===== src/rtl/y86_stage_sequencer_if.sv =====
// Handshake and datapath signals between the Y86 stage sequencer and its environment.
interface y86_stage_sequencer_if #(
  parameter int unsigned ADDR_W = 64,
  parameter int unsigned CNT_W  = 32
);
  logic              start;
  logic [3:0]        icode;
  logic              instr_valid;
  logic              imem_error;
  logic              dmem_error;
  logic              mem_ack;
  logic              cnd;
  logic [ADDR_W-1:0] valC;
  logic [ADDR_W-1:0] valM;
  logic [ADDR_W-1:0] valP;
  logic [ADDR_W-1:0] pc;
  logic              fetch_en;
  logic              decode_en;
  logic              exec_en;
  logic              wb_en;
  logic              cc_we;
  logic              mem_req;
  logic [2:0]        stage;
  logic [2:0]        stat;
  logic              halted;
  logic [CNT_W-1:0]  retired;

  modport master (
    input  start, icode, instr_valid, imem_error, dmem_error, mem_ack, cnd, valC, valM, valP,
    output pc, fetch_en, decode_en, exec_en, wb_en, cc_we, mem_req, stage, stat, halted, retired
  );

  modport slave (
    output start, icode, instr_valid, imem_error, dmem_error, mem_ack, cnd, valC, valM, valP,
    input  pc, fetch_en, decode_en, exec_en, wb_en, cc_we, mem_req, stage, stat, halted, retired
  );
endinterface


===== src/rtl/y86_stage_sequencer.sv =====
// Multi-cycle Y86 control sequencer: walks one instruction through fetch..PC update,
// tracks status, retired count and a bounded data-memory wait.
module y86_stage_sequencer #(
  parameter int unsigned       ADDR_W      = 64,
  parameter logic [ADDR_W-1:0] RESET_PC    = '0,
  parameter int unsigned       CNT_W       = 32,
  parameter int unsigned       MEM_TIMEOUT = 15
) (
  input logic                  clk,
  input logic                  rst_n,
  y86_stage_sequencer_if.master bus
);

  typedef enum logic [2:0] {
    StIdle      = 3'd0,
    StFetch     = 3'd1,
    StDecode    = 3'd2,
    StExecute   = 3'd3,
    StMemory    = 3'd4,
    StWriteback = 3'd5,
    StPcUpd     = 3'd6,
    StHalt      = 3'd7
  } state_e;

  localparam logic [2:0] StatAok  = 3'd1;
  localparam logic [2:0] StatHlt  = 3'd2;
  localparam logic [2:0] StatAdr  = 3'd3;
  localparam logic [2:0] StatIns  = 3'd4;
  localparam logic [7:0] WaitLast = 8'(MEM_TIMEOUT - 1);

  state_e            r_state, w_state_d;
  logic [ADDR_W-1:0] r_pc, w_pc_d;
  logic [2:0]        r_stat, w_stat_d;
  logic [CNT_W-1:0]  r_retired, w_retired_d;
  logic [7:0]        r_wait, w_wait_d;
  logic [3:0]        r_icode, w_icode_d;
  logic              w_mem_op;

  assign w_mem_op = r_icode inside {4'h4, 4'h5, 4'h8, 4'h9, 4'hA, 4'hB};

  always_ff @(posedge clk or negedge rst_n) begin
    if (!rst_n) begin
      r_state   <= StIdle;
      r_pc      <= RESET_PC;
      r_stat    <= StatAok;
      r_retired <= '0;
      r_wait    <= '0;
      r_icode   <= '0;
    end else begin
      r_state   <= w_state_d;
      r_pc      <= w_pc_d;
      r_stat    <= w_stat_d;
      r_retired <= w_retired_d;
      r_wait    <= w_wait_d;
      r_icode   <= w_icode_d;
    end
  end

  always_comb begin
    w_state_d   = r_state;
    w_pc_d      = r_pc;
    w_stat_d    = r_stat;
    w_retired_d = r_retired;
    w_wait_d    = r_wait;
    w_icode_d   = r_icode;
    unique case (r_state)
      StIdle: begin
        if (bus.start) w_state_d = StFetch;
      end
      StFetch: begin
        w_icode_d = bus.icode;
        if (bus.imem_error) begin
          w_stat_d  = StatAdr;
          w_state_d = StHalt;
        end else if (!bus.instr_valid) begin
          w_stat_d  = StatIns;
          w_state_d = StHalt;
        end else if (bus.icode == 4'h0) begin
          w_stat_d  = StatHlt;
          w_state_d = StHalt;
        end else begin
          w_state_d = StDecode;
        end
      end
      StDecode: w_state_d = StExecute;
      StExecute: begin
        w_wait_d  = '0;
        w_state_d = w_mem_op ? StMemory : StWriteback;
      end
      StMemory: begin
        // An ack arriving on the last allowed cycle still completes normally.
        if (bus.mem_ack) begin
          if (bus.dmem_error) begin
            w_stat_d  = StatAdr;
            w_state_d = StHalt;
          end else begin
            w_state_d = StWriteback;
          end
        end else if (r_wait == WaitLast) begin
          w_stat_d  = StatAdr;
          w_state_d = StHalt;
        end else begin
          w_wait_d = r_wait + 8'd1;
        end
      end
      StWriteback: w_state_d = StPcUpd;
      StPcUpd: begin
        if (r_icode == 4'h8 || (r_icode == 4'h7 && bus.cnd)) w_pc_d = bus.valC;
        else if (r_icode == 4'h9)                            w_pc_d = bus.valM;
        else                                                 w_pc_d = bus.valP;
        w_retired_d = r_retired + CNT_W'(1);
        w_state_d   = StFetch;
      end
      StHalt: w_state_d = StHalt;
    endcase
  end

  assign bus.pc        = r_pc;
  assign bus.stage     = r_state;
  assign bus.stat      = r_stat;
  assign bus.retired   = r_retired;
  assign bus.halted    = (r_state == StHalt);
  assign bus.fetch_en  = (r_state == StFetch);
  assign bus.decode_en = (r_state == StDecode);
  assign bus.exec_en   = (r_state == StExecute);
  assign bus.wb_en     = (r_state == StWriteback);
  assign bus.cc_we     = (r_state == StExecute) && (r_icode == 4'h6);
  assign bus.mem_req   = (r_state == StMemory);

endmodule


===== src/flat_wrapper.sv =====
// flat-port wrapper written by rule: the top's interface ports become plain ports
module y86_stage_sequencer_flat 
#(
  parameter int unsigned       ADDR_W      = 64,
  parameter logic [ADDR_W-1:0] RESET_PC    = '0,
  parameter int unsigned       CNT_W       = 32,
  parameter int unsigned       MEM_TIMEOUT = 15
)
  (clk, rst_n, bus_start, bus_icode, bus_instr_valid, bus_imem_error, bus_dmem_error, bus_mem_ack, bus_cnd, bus_valC, bus_valM, bus_valP, bus_pc, bus_fetch_en, bus_decode_en, bus_exec_en, bus_wb_en, bus_cc_we, bus_mem_req, bus_stage, bus_stat, bus_halted, bus_retired);
  y86_stage_sequencer_if #(.ADDR_W(ADDR_W), .CNT_W(CNT_W)) bus_i ();
  input logic clk;
  input logic rst_n;
  input wire logic [$bits(bus_i.start)-1:0] bus_start;
  input wire logic [$bits(bus_i.icode)-1:0] bus_icode;
  input wire logic [$bits(bus_i.instr_valid)-1:0] bus_instr_valid;
  input wire logic [$bits(bus_i.imem_error)-1:0] bus_imem_error;
  input wire logic [$bits(bus_i.dmem_error)-1:0] bus_dmem_error;
  input wire logic [$bits(bus_i.mem_ack)-1:0] bus_mem_ack;
  input wire logic [$bits(bus_i.cnd)-1:0] bus_cnd;
  input wire logic [$bits(bus_i.valC)-1:0] bus_valC;
  input wire logic [$bits(bus_i.valM)-1:0] bus_valM;
  input wire logic [$bits(bus_i.valP)-1:0] bus_valP;
  output wire logic [$bits(bus_i.pc)-1:0] bus_pc;
  output wire logic [$bits(bus_i.fetch_en)-1:0] bus_fetch_en;
  output wire logic [$bits(bus_i.decode_en)-1:0] bus_decode_en;
  output wire logic [$bits(bus_i.exec_en)-1:0] bus_exec_en;
  output wire logic [$bits(bus_i.wb_en)-1:0] bus_wb_en;
  output wire logic [$bits(bus_i.cc_we)-1:0] bus_cc_we;
  output wire logic [$bits(bus_i.mem_req)-1:0] bus_mem_req;
  output wire logic [$bits(bus_i.stage)-1:0] bus_stage;
  output wire logic [$bits(bus_i.stat)-1:0] bus_stat;
  output wire logic [$bits(bus_i.halted)-1:0] bus_halted;
  output wire logic [$bits(bus_i.retired)-1:0] bus_retired;
  assign bus_i.start = bus_start;
  assign bus_i.icode = bus_icode;
  assign bus_i.instr_valid = bus_instr_valid;
  assign bus_i.imem_error = bus_imem_error;
  assign bus_i.dmem_error = bus_dmem_error;
  assign bus_i.mem_ack = bus_mem_ack;
  assign bus_i.cnd = bus_cnd;
  assign bus_i.valC = bus_valC;
  assign bus_i.valM = bus_valM;
  assign bus_i.valP = bus_valP;
  assign bus_pc = bus_i.pc;
  assign bus_fetch_en = bus_i.fetch_en;
  assign bus_decode_en = bus_i.decode_en;
  assign bus_exec_en = bus_i.exec_en;
  assign bus_wb_en = bus_i.wb_en;
  assign bus_cc_we = bus_i.cc_we;
  assign bus_mem_req = bus_i.mem_req;
  assign bus_stage = bus_i.stage;
  assign bus_stat = bus_i.stat;
  assign bus_halted = bus_i.halted;
  assign bus_retired = bus_i.retired;
  y86_stage_sequencer #(.ADDR_W(ADDR_W), .RESET_PC(RESET_PC), .CNT_W(CNT_W), .MEM_TIMEOUT(MEM_TIMEOUT)) u_core (.clk(clk), .rst_n(rst_n), .bus(bus_i));
endmodule

===== config.mk =====
export PLATFORM = sky130hd
export DESIGN_NAME = y86_stage_sequencer_flat
export DESIGN_NICKNAME = d
export VERILOG_FILES = /design/src/rtl/y86_stage_sequencer_if.sv /design/src/rtl/y86_stage_sequencer.sv /design/src/flat_wrapper.sv
export SDC_FILE = /design/constraint.sdc
export NUM_CORES = 1
export LEC_CHECK = 0
export BUFFER_PORTS_ARGS = -buffer_cell sky130_fd_sc_hd__buf_4
export CAP_MARGIN = 20
export CORE_AREA = 2 2 122 124
export CTS_BUF_LIST = sky130_fd_sc_hd__clkbuf_4 sky130_fd_sc_hd__clkbuf_8
export DETAILED_ROUTE_END_ITERATION = 8
export DIE_AREA = 0 0 124 126
export GPL_ROUTABILITY_DRIVEN = 0
export GPL_TIMING_DRIVEN = 1
export PLACE_DENSITY = 0.76
export SLEW_MARGIN = 10
export SYNTH_ARGS = -nofsm -noshare
export SYNTH_HDL_FRONTEND = slang
export SYNTH_SLANG_ARGS = --single-unit

===== constraint.sdc =====
create_clock -name clk -period 3.2 [get_ports clk]
set_input_delay 0.16 -clock clk [delete_from_list [all_inputs] [get_ports clk]]
set_output_delay 0.16 -clock clk [all_outputs]
set_load 0.02 [all_outputs]

==> flow_summary.ini <==
[sta]
fmax_mhz = 380
fin_crit_ps = 2630
clock_skew_ps = 10.2
rsz0062_at_grt = no
worst_slew_pin_slew_ps = 789
fin_crit_sh_pct = 82.3
hold_ws_ps = 17.8
setup-tns-final_ps = 0
final_max_slew_viol_count = 0
finalHoldViolCount = 0
fin_ws_ps = 568
final-setup-viol-count = 0
max_slew_margin_pct = 47.4

[setup_path]
rr_startpoint = u_core.r_icode[1]
crit_path_top_delay_cell = dlygate4sd3_1
cp-startpoint = u_core.r_icode[1]
crit_chain = or3b_1, buf_4, o22ai_4, buf_4, a211oi_1, o21ai_0, dlygate4sd3_1
r2r_slack_ps = 570
cp.arrival_ps = 3010
crit_top_cell = buf_4
crit_type = register to register
critPathRequiredTime_ps = 3580
slowest_delay_ps = 570
worst_r2r_path_depth = 7
cp-end-kind = register
cp_max_fo = 38
cp-start-kind = register

[synthesis]
synth_area_leaders = dfrtp_1 48%, a21oi_1 6.8%, o221ai_1 5.5%
synthArstFlopShare_pct = 100
synthCells = 642
synth_top_area_cell = dfrtp_1
synth_top_cell_area_share_pct = 47.8
synth_nets = 849
synth-edff-count = 0
yosysWarnings = 0
synth_seq_area_share_pct = 48.2
syn_area_per_cell_um2 = 9.22
netlist_area_mm2 = 0.00592
ys_types = 52
ys_seq_elements = 114
synthFlopType = dfrtp_1

[clock_tree]
clock-root-buffer = clkbuf_8
cts_tree = built
ctsResizeCount = 0
clock_latency_ps = 440
clock-sinks = 114
holdBufCountCts = 55
htreeDepth = 4
cts_max_path_buffers = 2
clk_pin_slew_ps = 80
cts_buffers = 17
postCtsSetupRepairBufs = 0

[power]
pwr_density_cell_mw_per_mm2 = 817
leakage_nw = 4.43
peakVddDrop_mv = 0.457

[global_routing]
grt_pass1_wl_mm = 33.5
grt.overflow.total = 0
grtUsageTotal_pct = 27.8
grt_max_degree = 67
grt_pass1_vias = 6685
antenna_found_initial = 0

[final_layout]
synthToLayoutAreaGrowth_pct = 59.0
final_util_pct = 65.7
drive_gt1_share_pct = 36.6
antenna_cells = 0
fillCellCount = 1159
nets = 1196
final_cell_mix = 319 x buf_4, 113 x dfrtp_1, 81 x a21oi_1, 60 x nand2_1, 55 x dlygate4sd3_1
final_common_cell = buf_4

[hold_path]
hp-class = primary input to register
worstHoldStart = bus_valC[0]
hold_depth = 3

[floorplan]
io_pins = 313
floorplan.initialDensity_pct = 41.4
die_w_um = 124
dieArea_mm2 = 0.0156
coreArea_mm2 = 0.0143
num_rows = 44
die_height_um = 126

[drt]
via_per_inst = 5.50
wl_per_cell_um = 18.2
drt_first_pass_iters = 4
drc = 0
vias = 6525
postRouteAntennaNets = 0
totalWireLength_mm = 21.5
drt_iter0_drc = 389

[flow_run]
timing.max_cap.violations = 0

[place]
dp_slack_ps = 1060
port_buffers = 312
dp_hpwl_mm = 14.7

[run_status]
outcome = completed
[path summary, 6_finish.rpt]
kind / to
worst min-delay path: u_core.bus.pc[0]
worst min register to register: u_core.bus.retired[31]
worst max-delay path: u_core.bus.pc[18]
worst max register to register: u_core.bus.pc[18]
max in group asynchronous: u_core.bus.pc[17]
min in group asynchronous: u_core.bus.pc[46]
[cells in the mapped netlist (2+ instances only)]
cell type,count
or4_1,3
and3_1,3
nand3_1,7
nor3_2,5
nor4_1,7
nor3_1,4
inv_1,11
a211oi_1,27
a22o_1,2
or3_1,4
nor3b_1,3
o221ai_1,37
o21ai_0,49
xor2_1,21
o21ai_1,17
nand3b_1,5
dfrtp_1,113
and4_1,5
nand2_1,60
buf_2,21
ha_1,3
and2_1,2
nor2_1,50
clkbuf_1,26
o31ai_1,2
xnor2_1,11
a21oi_1,81
nor2b_1,29
nand4_1,11
[flip-flops by register name, summed over array words and instances (netlist names)]
signal and count:
u_core.bus.retired 32, u_core.r_wait 8, u_core.r_icode 4, u_core.bus.stat 3, u_core.bus.stage 3, u_core.bus.pc 64
[power by group]
part / internal, mW / switching [mW] / total (mW) / leakage (nW)
registers: 1.95 / 0.401 / 2.35 / 1.40
logic: 1.57 / 2.16 / 3.74 / 2.81
clock network: 0.956 / 0.642 / 1.60 / 0.222
total: 4.48 / 3.21 / 7.69 / 4.43
[area by class of cell]
class / count / area (um2) / share of cell area (%)
clock buffer: 19 / 255 / 2.71
clock inverter: 13 / 208 / 2.21
inverter: 11 / 41.3 / 0.439
multi-input combinational: 469 / 2840 / 30.1
sequential: 114 / 2850 / 30.3
tap: 184 / 230 / 2.45
timing repair buffer: 376 / 2990 / 31.7
[stage by stage]
| step | area [um2] | total power, mW | cells |
|---|---|---|---|
| floorplan | 5920 | 4.39 | 642 |
| finish | 9410 | 7.69 | 1186 |
| global placement | 8380 | 5.87 | 1098 |
| detailed placement | 8400 | 5.94 | 1099 |
| CTS | 9410 | 7.69 | 1186 |
| global route | 9410 | 8.19 | 1186 |
[cells by family (layout without fill, tap and decap cells)]
group	count (synthesis)	in the layout	synth area share [%]
AO/OA/AOI/OAI	227	227	23.7
XOR/XNOR	32	32	4.73
adder cells (fa/ha/maj)	3	3	0.634
buffers and inverters	59	419	4.31
flip-flops	114	114	48.2
AND/OR/NAND/NOR	207	207	18.4
[layer usage]
metal	up-vias	track usage [%]	part of all wire, %
met4	0	13.2	3.4
met1	3115	34.3	40
met5	-	0	0
met2	307	45.1	49
met3	64	7.43	7.3
li1	3039	-	-
[worst max-delay path: cells and delay by family, from the launching register on]
kind                   cells  cell delay (ps)
AND/OR/NAND/NOR            1              410
flip-flops                 1              450
buffers and inverters      3             1270
AO/OA/AOI/OAI              3              430
(Power assumes the default switching activity.)
